### config.mk
export PLATFORM = sky130hd
export DESIGN_NAME = prod_accumulator
export DESIGN_NICKNAME = d
export VERILOG_FILES = /design/src/rtl/prod_accumulator_pkg.sv /design/src/rtl/prod_accumulator_acc_adder.sv /design/src/rtl/prod_accumulator.sv
export SDC_FILE = /design/constraint.sdc
export NUM_CORES = 1
export LEC_CHECK = 0
export ABC_AREA = 1
export ABC_CLOCK_PERIOD_IN_PS = 6100
export CAP_MARGIN = 15
export CORE_MARGIN = 8
export CORE_UTILIZATION = 47
export CTS_BUF_LIST = sky130_fd_sc_hd__clkbuf_4 sky130_fd_sc_hd__clkbuf_8 sky130_fd_sc_hd__clkbuf_16
export DETAILED_ROUTE_END_ITERATION = 10
export GPL_ROUTABILITY_DRIVEN = 0
export PLACE_DENSITY = 0.79
export SETUP_SLACK_MARGIN = 0.02
export SYNTH_ARGS = -nofsm -noshare
export SYNTH_HDL_FRONTEND = slang
export SYNTH_SLANG_ARGS = --single-unit
### constraint.sdc
create_clock -name clk -period 6.1 [get_ports clk]
set_input_delay 1.525 -clock clk [delete_from_list [all_inputs] [get_ports clk]]
set_output_delay 1.525 -clock clk [all_outputs]
set_load 0.01 [all_outputs]
### src/rtl/prod_accumulator_pkg.sv
// -----------------------------------------------------------------------------
// prod_accumulator_pkg
//   Shared definitions for the product accumulator and the multiplier-side
//   drivers that feed it.
//   - state_e   : FSM state encoding (IDLE=0, ACCUM=1, HOLD=2)
//   - cnt_width : width needed to count 0..max_terms terms
// -----------------------------------------------------------------------------
package prod_accumulator_pkg;

    typedef enum logic [1:0] {
        ST_IDLE  = 2'd0,
        ST_ACCUM = 2'd1,
        ST_HOLD  = 2'd2
    } state_e;

    // Term-counter width: must represent MAX_TERMS itself, hence the +1.
    function automatic int cnt_width(input int max_terms);
        return $clog2(max_terms + 1);
    endfunction

endpackage

### src/rtl/prod_accumulator_acc_adder.sv
// -----------------------------------------------------------------------------
// acc_adder (plus ha / fa cells)
//   Combinational W-bit ripple adder returning {carry, sum}, built from
//   half/full-adder cells.
//   Ports (acc_adder):
//     a_i      in  W   first operand
//     b_i      in  W   second operand
//     sum_o    out W   a_i + b_i modulo 2**W
//     carry_o  out 1   carry out of bit W-1
// -----------------------------------------------------------------------------
module ha (
    input  logic a_i,
    input  logic b_i,
    output logic s_o,
    output logic c_o
);
    assign s_o = a_i ^ b_i;
    assign c_o = a_i & b_i;
endmodule

module fa (
    input  logic a_i,
    input  logic b_i,
    input  logic c_i,
    output logic s_o,
    output logic c_o
);
    assign s_o = a_i ^ b_i ^ c_i;
    assign c_o = (a_i & b_i) | (c_i & (a_i ^ b_i));
endmodule

module acc_adder #(
    parameter int W = 12
) (
    input  logic [W-1:0] a_i,
    input  logic [W-1:0] b_i,
    output logic [W-1:0] sum_o,
    output logic         carry_o
);
    // c_chain[gi] is the carry out of bit gi.
    logic [W-1:0] c_chain;

    generate
        for (genvar gi = 0; gi < W; gi++) begin : g_bit
            if (gi == 0) begin : g_ha
                ha u_ha (
                    .a_i (a_i[gi]),
                    .b_i (b_i[gi]),
                    .s_o (sum_o[gi]),
                    .c_o (c_chain[gi])
                );
            end else begin : g_fa
                fa u_fa (
                    .a_i (a_i[gi]),
                    .b_i (b_i[gi]),
                    .c_i (c_chain[gi-1]),
                    .s_o (sum_o[gi]),
                    .c_o (c_chain[gi])
                );
            end
        end
    endgenerate

    assign carry_o = c_chain[W-1];
endmodule

### src/rtl/prod_accumulator.sv
// -----------------------------------------------------------------------------
// prod_accumulator
//   Accumulates unsigned products into a dot-product sum, one term per
//   accepted beat. A packet closes on in_last or on reaching MAX_TERMS terms;
//   the finished sum is then held on a valid/ready output until consumed.
//   Ports:
//     clk        in   1       rising-edge clock
//     rst_n      in   1       asynchronous active-low reset
//     clr        in   1       synchronous abort (drops packet and held result)
//     in_valid   in   1       product beat valid
//     in_ready   out  1       stage can accept a beat
//     in_prod    in   PROD_W  product value (unsigned)
//     in_last    in   1       beat is the final term of the packet
//     out_valid  out  1       result held on out_sum/out_cnt/out_ovf
//     out_ready  in   1       consumer accepts result
//     out_sum    out  ACC_W   packet sum modulo 2**ACC_W
//     out_cnt    out  CNT_W   number of terms in the packet
//     out_ovf    out  1       some addition in the packet carried out
// -----------------------------------------------------------------------------
module prod_accumulator
    import prod_accumulator_pkg::*;
#(
    parameter  int PROD_W    = 8,
    parameter  int ACC_W     = 12,
    parameter  int MAX_TERMS = 16,
    localparam int CNT_W     = cnt_width(MAX_TERMS)
) (
    input  logic              clk,
    input  logic              rst_n,
    input  logic              clr,
    input  logic              in_valid,
    output logic              in_ready,
    input  logic [PROD_W-1:0] in_prod,
    input  logic              in_last,
    output logic              out_valid,
    input  logic              out_ready,
    output logic [ACC_W-1:0]  out_sum,
    output logic [CNT_W-1:0]  out_cnt,
    output logic              out_ovf
);

    state_e            state_q, state_d;
    logic [ACC_W-1:0]  acc_q, acc_d;
    logic [CNT_W-1:0]  cnt_q, cnt_d;
    logic              ovf_q, ovf_d;

    logic [ACC_W-1:0]  add_a;
    logic [ACC_W-1:0]  add_sum;
    logic              add_carry;
    logic [CNT_W-1:0]  cnt_inc;
    logic              accept;
    logic              consume;
    logic              close;

    // Handshake outputs are decoded from state only, so in_ready never
    // depends combinationally on out_ready.
    assign in_ready  = (state_q != ST_HOLD);
    assign out_valid = (state_q == ST_HOLD);
    assign out_sum   = acc_q;
    assign out_cnt   = cnt_q;
    assign out_ovf   = ovf_q;

    assign accept  = in_valid & in_ready;
    assign consume = out_valid & out_ready;

    // The first term of a packet starts from zero regardless of acc_q.
    assign add_a   = (state_q == ST_ACCUM) ? acc_q : '0;
    assign cnt_inc = cnt_q + CNT_W'(1);
    assign close   = in_last | (cnt_inc == CNT_W'(MAX_TERMS));

    acc_adder #(
        .W (ACC_W)
    ) u_acc_adder (
        .a_i     (add_a),
        .b_i     (ACC_W'(in_prod)),
        .sum_o   (add_sum),
        .carry_o (add_carry)
    );

    always_comb begin
        state_d = state_q;
        acc_d   = acc_q;
        cnt_d   = cnt_q;
        ovf_d   = ovf_q;

        if (clr) begin
            // Abort wins over any concurrent beat or consume.
            state_d = ST_IDLE;
            acc_d   = '0;
            cnt_d   = '0;
            ovf_d   = 1'b0;
        end else begin
            case (state_q)
                ST_IDLE: begin
                    if (accept) begin
                        acc_d   = add_sum;
                        cnt_d   = cnt_inc;
                        ovf_d   = 1'b0;
                        state_d = close ? ST_HOLD : ST_ACCUM;
                    end
                end
                ST_ACCUM: begin
                    if (accept) begin
                        acc_d   = add_sum;
                        cnt_d   = cnt_inc;
                        ovf_d   = ovf_q | add_carry;
                        state_d = close ? ST_HOLD : ST_ACCUM;
                    end
                end
                ST_HOLD: begin
                    if (consume) begin
                        acc_d   = '0;
                        cnt_d   = '0;
                        ovf_d   = 1'b0;
                        state_d = ST_IDLE;
                    end
                end
                default: begin
                    state_d = ST_IDLE;
                    acc_d   = '0;
                    cnt_d   = '0;
                    ovf_d   = 1'b0;
                end
            endcase
        end
    end

    always_ff @(posedge clk or negedge rst_n) begin
        if (!rst_n) begin
            state_q <= ST_IDLE;
            acc_q   <= '0;
            cnt_q   <= '0;
            ovf_q   <= 1'b0;
        end else begin
            state_q <= state_d;
            acc_q   <= acc_d;
            cnt_q   <= cnt_d;
            ovf_q   <= ovf_d;
        end
    end

endmodule
==> qor.txt <==
hold_buf cts: 0
most frequent cells in the layout: 48 x nand2_1, 33 x clkdlybuf4s50_1, 22 x inv_1, 20 x dfrtp_1
DR pass1 iterations: 5
worst slew pin tran: 0.902 ns
FILL cells: 217
Clock Tree Root: clkbuf_4
CTS buffer count: 3
Setup Skew: 0.00253 ns
Syn Std Cell Area: 0.00122 mm2
Worst Path Arrival: 5.57 ns
vias in the first global route: 1082
wire length per cell after detailed routing: 13.6 um
Netlist cell types: 20
Crit Path Class: in2reg
most common cell after layout, fill and taps aside: nand2_1
largest family of logic cells by synthesized area: simple AND/OR/NAND/NOR gates
gr usage total: 0.140
CP peak stage delay: 0.46 ns
layout cell share with drive strength beyond 1: 0.0955
clock tree buffer depth: 2
Crit-path slowest cell: clkdlybuf4s50_1
DRT antenna net count: 0
Ports: 34
setup TNS: 0 ns
Detail Placement HPWL: 2.17 mm
DR DRC count: 0
Critical Path End Type: flip-flop
maxcap violations: 0
drt total wl: 2.83 mm
Starting DRT DRC Count: 55
most area-hungry cell type in the Yosys netlist: dfrtp_1
Yosys warning total: 0
status: finished, final reports clean
period utilisation layout: 0.874
first-pass GRT wire length: 4.91 mm
via count: 1039
Max IR drop VDD: 153 uV
dpl cells: 204
Worst-path clk slew: 0.11 ns
cells after synthesis: 142
Initial Utilization: 0.491
Post-Syn Nets: 169
initial antenna violation count: 0
largest net degree at the start of global routing: 21
dpl ws: 0.433 ns
Pwr Density: 171 mW/mm2
Die ar.: 0.00447 mm2
Compound-Gate Fraction of Synth Area: 0.0576
most used routing layer: met2
Seq/Total Area, Yosys: 0.411
top post-synthesis cells by area: dfrtp_1 41%, nand2_1 15%, fa_1 12%, inv_1 6.8%, ha_1 6.2%
grt met3 use: 0.0369
grt met1 use: 0.166
CP required: 6.34 ns
Min Clock Period, post-route: 5.33 ns
RSZ-0062 raised after global routing: no
clock sink total: 20
Antenna diodes: 0
most used cell along the critical path: fa_1
Area Overhead vs Synth: 32.3%
vias per std cell: 5.00
Pleak: 0.774 nW
x dimension of the die: 66.9 um
# resized after CTS: 0
Critical Path, Cell by Cell: clkdlybuf4s50_1, ha_1, inv_1, fa_1, fa_1, fa_1, fa_1, fa_1, fa_1, inv_1, fa_1, ha_1, ha_1, ha_1, ha_1, o211ai_1, o21ai_1
Fin. Hold Viols: 0
Hold Path Class: reg2reg
Final Non-Filler Cells: 208
setup bufs post-CTS: 0
Synth Area in XOR/XNOR: 0
Post-Synth Adder-Cell Area: 0.177
Final Worst Setup Slack: 0.771 ns
IO buf count: 33
mux cell area share after synthesis: 0
nets@finish: 206
Chip Height: 66.9 um
top cell type's share of synthesized area: 0.411
nature of the critical path startpoint: input port
met2 GRT Util: 0.239
Core ar.: 0.00248 mm2
relative slew slack: 0.397
Simple-Gate Fraction of Synth Area: 0.263
achievable clock frequency: 188 MHz
synthesized flop and latch total: 20
clock latency on the worst-skew pair: 0.31 ns
worst-path fanout max: 1
total grt overflow: 0
CTS tree: built
# rows: 18
H-tree levels: 1
synthesized area per cell: 8.57 um2
final setup fails: 0
Final Max Tran Viols: 0
[power by group]
group / internal, mW / switching, mW
registers: 0.138 / 0.00600
clock network: 0.0365 / 0.0416
logic: 0.0252 / 0.0271
total: 0.200 / 0.0748
[final cells by class]
class                      count  area [um2]  area share
multi-input combinational     95         606       0.376
timing repair buffer          33         330       0.205
clock buffer                   4        36.3      0.0225
inverter                      26         100      0.0622
sequential                    20         500       0.311
tap                           30        37.5      0.0233
[state kept, by name (all words and copies together) (netlist names)]
register and flops:
out_cnt 5, out_ovf 1, out_sum 12, state_q 2
[per-stage QoR]
step                total power, mW  instance area (um2)  hold WS (ns)  utilization
finish                        0.275                 1610         0.524        0.650
global route                  0.289                 1610         0.551        0.650
CTS                           0.278                 1610         0.528        0.650
detailed placement            0.200                 1570         0.499        0.635
global placement              0.198                 1570         0.485        0.635
floorplan                     0.171                 1220         0.530            -
[worst max-delay path: cells and delay by family]
family	cells	cell delay [ns]
buf+inv	3	0.58
fa+ha+maj	12	3.25
compound gates	2	0.22
[worst paths after layout]
path                                  start          end  slack, ns  depth (start not counted)
worst max register to register   state_q[0]      out_ovf       1.42                         20
min in group asynchronous             rst_n   out_sum[5]       1.71                          1
worst min register to register  out_sum[11]  out_sum[11]       0.52                          2
max in group asynchronous             rst_n   out_cnt[3]       3.84                          1
worst min-delay path            out_sum[11]  out_sum[11]       0.52                          2
worst max-delay path             in_prod[0]      out_ovf       0.77                         17
[synthesized netlist by cell type]
library cell and number:
a21oi_1 2, inv_1 22, inv_4 1, nand2_2 1, fa_1 7, nor2_4 1, dfrtp_1 20, inv_2 3
o21ai_1 7, nand3_4 1, o21ai_2 2, ha_1 6, nor2_1 7, buf_6 1, nand2_4 2, o211ai_1 1
nor2_2 2, nand4_1 3, nand3_1 5, nand2_1 48
[metal layers]
metal / wire [um] / vias to the layer above
met5: 0 / -
met4: 49 / 0
met3: 143 / 6
met2: 1440 / 19
met1: 1190 / 506
li1: - / 508
[logic make-up after synthesis]
family                   after synthesis
flip-flops                            20
adder cells (fa/ha/maj)               13
AO/OA/AOI/OAI                         12
buffers and inverters                 27
AND/OR/NAND/NOR                       70
(Power assumes the default switching activity.)
